<file path="config.mk">
export PLATFORM = sky130hd
export DESIGN_NAME = mem_arbiter_flat
export DESIGN_NICKNAME = d
export VERILOG_FILES = /design/src/rtl/mem_arbiter_if.sv /design/src/rtl/mem_arbiter.sv /design/src/flat_wrapper.sv
export SDC_FILE = /design/constraint.sdc
export NUM_CORES = 1
export LEC_CHECK = 0
export BUFFER_PORTS_ARGS = -buffer_cell sky130_fd_sc_hd__buf_2
export CAP_MARGIN = 15
export CORE_AREA = 5 5 147 79
export DETAILED_ROUTE_END_ITERATION = 12
export DIE_AREA = 0 0 152 84
export PLACE_DENSITY = 0.76
export REMOVE_ABC_BUFFERS = 1
export SLEW_MARGIN = 25
export SYNTH_ARGS = -nofsm -noshare
export SYNTH_HDL_FRONTEND = slang
export SYNTH_SLANG_ARGS = --single-unit
</file>
<file path="constraint.sdc">
create_clock -name CLK -period 1.7 [get_ports CLK]
set_input_delay 0.255 -clock CLK [delete_from_list [all_inputs] [get_ports CLK]]
set_output_delay 0.255 -clock CLK [all_outputs]
set_load 0.01 [all_outputs]
</file>
<file path="src/rtl/mem_arbiter_if.sv">
// Cache-side request/response and RAM-side signals around mem_arbiter.
// master is the arbiter's view; slave is the caches-plus-RAM view.
interface mem_arbiter_if;
  logic        dREN;
  logic        dWEN;
  logic [31:0] daddr;
  logic [31:0] dstore;
  logic [31:0] dload;
  logic        dwait;
  logic        iREN;
  logic [31:0] iaddr;
  logic [31:0] iload;
  logic        iwait;
  logic        ramREN;
  logic        ramWEN;
  logic [31:0] ramaddr;
  logic [31:0] ramstore;
  logic [31:0] ramload;
  logic [1:0]  ramstate;

  modport master (
    input  dREN, dWEN, daddr, dstore, iREN, iaddr, ramload, ramstate,
    output dload, dwait, iload, iwait, ramREN, ramWEN, ramaddr, ramstore
  );

  modport slave (
    output dREN, dWEN, daddr, dstore, iREN, iaddr, ramload, ramstate,
    input  dload, dwait, iload, iwait, ramREN, ramWEN, ramaddr, ramstore
  );
endinterface

</file>
<file path="src/rtl/mem_arbiter.sv">
// Purpose: shares one RAM port between dcache (priority) and icache (starvation-guarded); MEM_ARB_PERF_EN adds perf counters.
// Latency: one registered arbitration cycle before a grant; completion data is passed straight through from ramload.
// Backpressure: a granted access holds the RAM port until ACCESS; the loser sees wait=1 with its load output held.
module mem_arbiter #(
  parameter int STARVE_LIMIT = 4
`ifdef MEM_ARB_PERF_EN
  ,
  parameter int CNT_W = 16
`endif
) (
  input  logic          CLK,
  input  logic          RST,
  mem_arbiter_if.master bus
`ifdef MEM_ARB_PERF_EN
  ,
  output logic [CNT_W-1:0] dgrant_cnt,
  output logic [CNT_W-1:0] igrant_cnt,
  output logic [CNT_W-1:0] istall_cnt
`endif
);
  localparam int SW = $clog2(STARVE_LIMIT + 1);
  localparam logic [SW-1:0] LIMIT = SW'(STARVE_LIMIT);
  localparam logic [1:0] RAM_ACCESS = 2'd2;

  typedef enum logic [1:0] {IDLE, DGRANT, IGRANT} state_e;

  state_e        state_q, state_d, arb_next;
  logic [SW-1:0] starve_cnt_q, starve_cnt_d;
  logic [31:0]   dload_q, dload_d, iload_q, iload_d;
  logic          d_req, ram_acc, d_done, i_done;

  always_comb begin
    d_req   = bus.dREN | bus.dWEN;
    ram_acc = (bus.ramstate == RAM_ACCESS);
    d_done  = (state_q == DGRANT) && ram_acc;
    i_done  = (state_q == IGRANT) && ram_acc;

    starve_cnt_d = starve_cnt_q;
    if (d_done) begin
      if (!bus.iREN)
        starve_cnt_d = '0;
      else if (starve_cnt_q != LIMIT)
        starve_cnt_d = starve_cnt_q + SW'(1);
    end else if (i_done) begin
      starve_cnt_d = '0;
    end

    // Uses the post-completion count so the limit-th dcache grant hands over immediately.
    if (d_req && !(bus.iREN && starve_cnt_d == LIMIT))
      arb_next = DGRANT;
    else if (bus.iREN)
      arb_next = IGRANT;
    else
      arb_next = IDLE;

    state_d = state_q;
    case (state_q)
      IDLE:    state_d = arb_next;
      DGRANT:  if (d_done) state_d = arb_next;
               else if (!d_req) state_d = IDLE;
      IGRANT:  if (i_done) state_d = arb_next;
      default: state_d = IDLE;
    endcase

    dload_d = d_done ? bus.ramload : dload_q;
    iload_d = i_done ? bus.ramload : iload_q;
  end

  always_comb begin
    bus.ramREN   = 1'b0;
    bus.ramWEN   = 1'b0;
    bus.ramaddr  = '0;
    bus.ramstore = '0;
    case (state_q)
      DGRANT: begin
        bus.ramREN   = bus.dREN;
        bus.ramWEN   = bus.dWEN & ~bus.dREN;
        bus.ramaddr  = bus.daddr;
        bus.ramstore = bus.dstore;
      end
      IGRANT: begin
        bus.ramREN  = 1'b1;
        bus.ramaddr = bus.iaddr;
      end
      default: ;
    endcase
    bus.dwait = ~d_done;
    bus.iwait = ~i_done;
    bus.dload = dload_d;
    bus.iload = iload_d;
  end

  always_ff @(posedge CLK) begin
    if (RST) begin
      state_q      <= IDLE;
      starve_cnt_q <= '0;
      dload_q      <= '0;
      iload_q      <= '0;
    end else begin
      state_q      <= state_d;
      starve_cnt_q <= starve_cnt_d;
      dload_q      <= dload_d;
      iload_q      <= iload_d;
    end
  end

`ifdef MEM_ARB_PERF_EN
  logic [CNT_W-1:0] dgrant_cnt_q, dgrant_cnt_d;
  logic [CNT_W-1:0] igrant_cnt_q, igrant_cnt_d;
  logic [CNT_W-1:0] istall_cnt_q, istall_cnt_d;

  always_comb begin
    dgrant_cnt_d = dgrant_cnt_q;
    igrant_cnt_d = igrant_cnt_q;
    istall_cnt_d = istall_cnt_q;
    if (d_done && !(&dgrant_cnt_q)) dgrant_cnt_d = dgrant_cnt_q + CNT_W'(1);
    if (i_done && !(&igrant_cnt_q)) igrant_cnt_d = igrant_cnt_q + CNT_W'(1);
    if (bus.iREN && !i_done && !(&istall_cnt_q)) istall_cnt_d = istall_cnt_q + CNT_W'(1);
  end

  always_ff @(posedge CLK) begin
    if (RST) begin
      dgrant_cnt_q <= '0;
      igrant_cnt_q <= '0;
      istall_cnt_q <= '0;
    end else begin
      dgrant_cnt_q <= dgrant_cnt_d;
      igrant_cnt_q <= igrant_cnt_d;
      istall_cnt_q <= istall_cnt_d;
    end
  end

  assign dgrant_cnt = dgrant_cnt_q;
  assign igrant_cnt = igrant_cnt_q;
  assign istall_cnt = istall_cnt_q;
`endif
endmodule
</file>
<file path="src/flat_wrapper.sv">
// flat-port wrapper written by rule: the top's interface ports become plain ports
module mem_arbiter_flat 
#(
  parameter int STARVE_LIMIT = 4

)
  (CLK, RST, bus_dREN, bus_dWEN, bus_daddr, bus_dstore, bus_iREN, bus_iaddr, bus_ramload, bus_ramstate, bus_dload, bus_dwait, bus_iload, bus_iwait, bus_ramREN, bus_ramWEN, bus_ramaddr, bus_ramstore);
  mem_arbiter_if bus_i ();
  input  logic CLK;
  input  logic RST;
  input wire logic [$bits(bus_i.dREN)-1:0] bus_dREN;
  input wire logic [$bits(bus_i.dWEN)-1:0] bus_dWEN;
  input wire logic [$bits(bus_i.daddr)-1:0] bus_daddr;
  input wire logic [$bits(bus_i.dstore)-1:0] bus_dstore;
  input wire logic [$bits(bus_i.iREN)-1:0] bus_iREN;
  input wire logic [$bits(bus_i.iaddr)-1:0] bus_iaddr;
  input wire logic [$bits(bus_i.ramload)-1:0] bus_ramload;
  input wire logic [$bits(bus_i.ramstate)-1:0] bus_ramstate;
  output wire logic [$bits(bus_i.dload)-1:0] bus_dload;
  output wire logic [$bits(bus_i.dwait)-1:0] bus_dwait;
  output wire logic [$bits(bus_i.iload)-1:0] bus_iload;
  output wire logic [$bits(bus_i.iwait)-1:0] bus_iwait;
  output wire logic [$bits(bus_i.ramREN)-1:0] bus_ramREN;
  output wire logic [$bits(bus_i.ramWEN)-1:0] bus_ramWEN;
  output wire logic [$bits(bus_i.ramaddr)-1:0] bus_ramaddr;
  output wire logic [$bits(bus_i.ramstore)-1:0] bus_ramstore;
  assign bus_i.dREN = bus_dREN;
  assign bus_i.dWEN = bus_dWEN;
  assign bus_i.daddr = bus_daddr;
  assign bus_i.dstore = bus_dstore;
  assign bus_i.iREN = bus_iREN;
  assign bus_i.iaddr = bus_iaddr;
  assign bus_i.ramload = bus_ramload;
  assign bus_i.ramstate = bus_ramstate;
  assign bus_dload = bus_i.dload;
  assign bus_dwait = bus_i.dwait;
  assign bus_iload = bus_i.iload;
  assign bus_iwait = bus_i.iwait;
  assign bus_ramREN = bus_i.ramREN;
  assign bus_ramWEN = bus_i.ramWEN;
  assign bus_ramaddr = bus_i.ramaddr;
  assign bus_ramstore = bus_i.ramstore;
  mem_arbiter #(.STARVE_LIMIT(STARVE_LIMIT)) u_core (.CLK(CLK), .RST(RST), .bus(bus_i));
endmodule
</file>
Word level (Yosys, flattened, before mapping)
Index checks and enable logic that the tools add are counted.

word-level totals
  logic and storage cells = 40
  bits of input ports = 135
  bits in registers = 69

operators by class
  eq/ne operators = 7
  muxes and demuxes = 16
  bitwise operators = 5
  reduce and logical (&&, ||, !) cells = 7
  add/sub/neg operators = 1

operators with widths
  cell                 count
  $mux 32              3
  $pmux 32 s2          1
  $mux 3               4
  $mux 2               5
  $ne 3x3->1 const B   2
  $pmux 2 s3           1
  $eq 2x2->1 const B   2
  $logic_and 1x1->1    4
  $add 3x1->3 const B  1
  $eq 3x3->1 const B   1
  $not 1->1            3
  $eq 2x1->1 const B   1
  $logic_not 2->1      1
  $ne 2x1->1 const B   1
  $pmux 1 s2           1
  $reduce_and 2->1     1
  $and 1x1->1          1
  $logic_not 1->1      1
  $mux 1               1
  $or 1x1->1           1

Longest topological paths before layout
  depth after elaboration = 11
  depth in mapped cells = 9

Worst setup path after synthesis
OpenSTA, ideal clock, no wires.

  path type = register to register
  start = register u_core.state_q[1]
  end = register u_core.state_q[1]
  library setup time = 119 ps
  path slack = 55 ps
  arrival time = 1527 ps
  stages on the path, launching flop included = 9
  cells stage by stage = dfxtp_1 inv_1 ha_1 buf_2 and3b_1 buf_4 a21o_1 o2111a_1 o221a_1

between the ends
  cells in the longest elaborated chain, start to end = 11
  elaborated cells on any way between the ends = 18
  classes of those cells = 5 x eq/ne; 6 x mux; 7 x reduce/logical

ends and longest elaborated chain
  element                    RTL line                              RTL
  start, declared            mem_arbiter.sv:27                     state_e state_q, state_d, arb_next;
  start signal, assigned     mem_arbiter.sv:100                    state_q <= state_d;
  $eq 2x2->1                 mem_arbiter.sv:36, mem_arbiter.sv:57
  $logic_and 1x1->1          mem_arbiter.sv:36                     i_done = (state_q == IGRANT) && ram_acc;
  $mux 3                     mem_arbiter.sv:44                     end else if (i_done) begin
  $mux 3                     mem_arbiter.sv:39                     if (d_done) begin
  $eq 3x3->1                 mem_arbiter.sv:49                     if (d_req && !(bus.iREN && starve_cnt_d == LIMIT))
  $logic_and 1x1->1          mem_arbiter.sv:49
  $logic_not 1->1            mem_arbiter.sv:49
  $logic_and 1x1->1          mem_arbiter.sv:49
  $mux 2                     mem_arbiter.sv:49
  $mux 2 (on tied branches)  mem_arbiter.sv:61, mem_arbiter.sv:59
  $pmux 2 s3                 mem_arbiter.sv:57                     case (state_q)

Parallel ways exist; a longest one is shown, timed or not. The select of a mux whose other input is x is not followed.
A chain may end at the register's enable or synchronous reset.

Final worst setup path
  start = register u_core.state_q[1]
  end = output port bus_ramaddr[12]

between the ends
  cells in the longest elaborated chain, start to end = 2
  elaborated cells on any way between the ends = 3
  classes of those cells = 2 x eq/ne; 1 x mux

ends and longest elaborated chain
  element                                   RTL line            RTL
  $eq 2x2->1 or $eq 2x1->1 (tied branches)  mem_arbiter.sv:74   case (state_q)
  $pmux 32 s2 (*)                           mem_arbiter.sv:74
  end, declared                             flat_wrapper.sv:25  output wire logic [$bits(bus_i.ramaddr)-1:0] bus_ramaddr;

Every way passes the cells marked *; elsewhere a longest branch is shown, timed or not.

==> run metrics <==
Skew-Pair Late Insertion Delay=310 ps; Area Growth Syn to Fin=104%; vias in the first global route=4,229; critical path class=reg2out; post-detail-place hpwl=9280 um; DR pass1 iterations=4; Worst Path Max Fanout=8; Synth cell types=38; CTS Hold Buffers Added=0; Avg WL per Cell=19.4 um; CP startpoint kind=flop; worst min-delay path category=in2reg; synthesized cell area=0.00367 mm^2; Final GP Congestion=0.795; Worst-path clk slew=60 ps; nets@finish=896; Most used DFF post-synth=dfxtp_1; min-delay src=bus_ramload[28]; busiest layer in global routing=met1; CTS tree=done; input/output buffers=266; Req. time, crit path=1440 ps; slowest cell delay on critical path=340 ps; global-route wire length before repair=24,200 um; crit path time final=2030 ps; CP top delay family=buffers and inverters; Fillers=728; via count=4,399; initial cell density of the core=0.353; Area contributors post-synth=dfxtp_1 38%, nor2b_1 12%, and2_1 11%; initial antenna violation count=0; max-slew violations=0; VDD IR max=0.000518 V; post-route ant nets=0; FF+latch count, synth=69; Worst Setup End Kind=primary output; maximum clock rate=493 MHz; register-to-register setup slack=-200 ps; Layout Skew=4.64 ps; PD cells=702 mW/mm^2; ant diodes=0; clock tree buffer depth=2; Max stage delay cell, worst path=dfxtp_2; # clock sinks=69; Slew HR=0.668; period utilization=1.19; Setup violations, final=137; Remaining DRCs=0; Chip Width=152 um; Ys Warns=0; GRT Overall Usage=0.235; Overflow after GRT=0; crit path DAT=1770 ps; CTS Buf Count=9; violated checks=negative setup slack; die height=84 um; worst setup margin=-330 ps; P_leak=3.71 nW; run status=complete, but fails checks; EDFF count, synth=0; Final Hold Fails=0; async set-reset flop share out of synthesis=0; layout cells sized above 1=0.644; Hold Path Sink=u_core.dload_q[28]; Ports=267; r2r startpoint=u_core.state_q[1]; Vias/cell=4.87; Worst Max-Slew Pin Slew=499 ps; Buffers & Inverters on Critical Path=5; DRT Wirelength=17,600 um; CORE AREA=0.0104 mm^2; Pwr Total=5.26 mW; Iter 0 DRT Violations=225; worst-path cell chain=inv_2 > buf_4 > ha_4 > buf_12 > buf_16 > nor2b_1 > buf_2; Cell Count, Final, Fillers Out=903; post-synthesis sequential area ratio=0.377; M1 GR Usage=0.356; RSZ-0062 raised after global routing=true; die area=0.0128 mm^2; Avg Cell Area, Syn=8.38 um^2; hold path depth=4; row count=27; FF-to-FF End=u_core.dload_q[12]; GR Util met3=0.0554; Clock H-tree levels=3; max cap viols=0; Placed Cells=842; met2 GRT Util=0.348; Yosys top cell by area=dfxtp_1; CTS Root Cell=clkbuf_16; Gate Count Post-Synth=438; largest net degree at the start of global routing=40; post-synth top area share=0.377; cells on worst reg2reg path=12
sequential cells by signal, summed over array words and instances (netlist names):
register and count:
u_core.dload_q 32, u_core.state_q 2, u_core.starve_cnt_q 3, u_core.iload_q 32
synth_stat cells, drive strengths merged (3+ instances only):
cell and instances:
a21oi 3, a22oi 32, and2 62, buf 12
clkbuf 20, dfxtp 69, ha 6, inv 6
mux2 32, nand2 98, nor2 4, nor2b 69
worst reg2reg max path: stages (launching register included):
cell      delay (ps)
dfxtp_2          330
inv_2             80
ha_4             140
and3b_2          250
clkinv_4         110
buf_12           150
buf_16           140
nand2_4           60
nand2_4           60
buf_4            140
buf_6            110
buf_6            100
and2_1           140
power breakdown:
part	internal [mW]	switching (mW)	total, mW
Clock	1.24	0.655	1.90
Combinational	0.912	0.775	1.69
Sequential	1.65	0.0239	1.68
cells in the final DEF (no fill, tap or decap), types with 3 or more instances in the layout:
cell and instances:
ha_4 3, and2_1 62, a22oi_2 24, buf_4 25, dfxtp_1 67, buf_6 82
nand2_2 22, clkbuf_16 14, buf_12 10, nor2b_1 51, buf_8 3, nand2_1 48
nand2_4 27, nor2b_4 17, a22oi_1 8, ha_1 3, buf_2 201, buf_16 12
clkbuf_8 3, nor2_1 4, inv_1 3, mux2_4 32
routing by layer:
layer  wire, um  vias to the layer above
met5          0                        -
met4        182                        0
met3       1190                       14
met2       7880                      182
met1       8310                     2119
li1           -                     2084
stage by stage:
step	cell area, um^2	hold WS (ps)	utilization	setup TNS [ps]	setup slack, ps
after floorplan	3510	324	-	-169970	-1740
after global placement	5270	506	0.507	-1580	-71.5
after detailed placement	5270	513	0.507	-1660	-67.2
after CTS	6880	257	0.661	-26330	-293
after global routing	7500	265	0.721	-37900	-423
final	7500	268	0.721	-29930	-330
what timing repair did:
item / CTS / global route
pin swaps: 27 / 17
cloned: 13 / 6
endpoints found under the hold margin: 0 / 0
endpoints found under the setup margin: 134 / 137
setup buffers: 28 / 12
resized for setup: 170 / 108
worst max-delay path by stage:
stage	from	endpoint	slack, ps	depth (start not counted)
after global routing	u_core.state_q[1]	bus_ramaddr[12]	-420	7
after global placement	u_core.state_q[1]	bus_dload[1]	-70	8
after floorplan	u_core.state_q[1]	u_core.state_q[1]	-1740	7
after CTS	u_core.state_q[1]	bus_iload[31]	-290	6
after detailed placement	u_core.state_q[1]	bus_dload[1]	-70	8
final	u_core.state_q[1]	bus_ramaddr[12]	-330	7
cell type report:
class / instances / area [um^2] / area share
timing repair buffer: 338 / 2820 / 0.376
multi-input combinational: 331 / 2780 / 0.371
sequential: 69 / 1390 / 0.185
clock buffer: 13 / 270 / 0.0360
tap: 145 / 181 / 0.0242
clock inverter: 1 / 30.0 / 0.00401
inverter: 6 / 30.0 / 0.00401
logic make-up after synthesis:
| family | after synthesis | synth area share |
|---|---|---|
| multiplexers | 32 | 0.0982 |
| buffers and inverters | 38 | 0.0505 |
| adder cells (fa/ha/maj) | 6 | 0.0205 |
| AND/OR/NAND/NOR | 243 | 0.351 |
| flip-flops | 69 | 0.377 |
| AO/OA/AOI/OAI | 50 | 0.103 |
(Power assumes the default switching activity.)
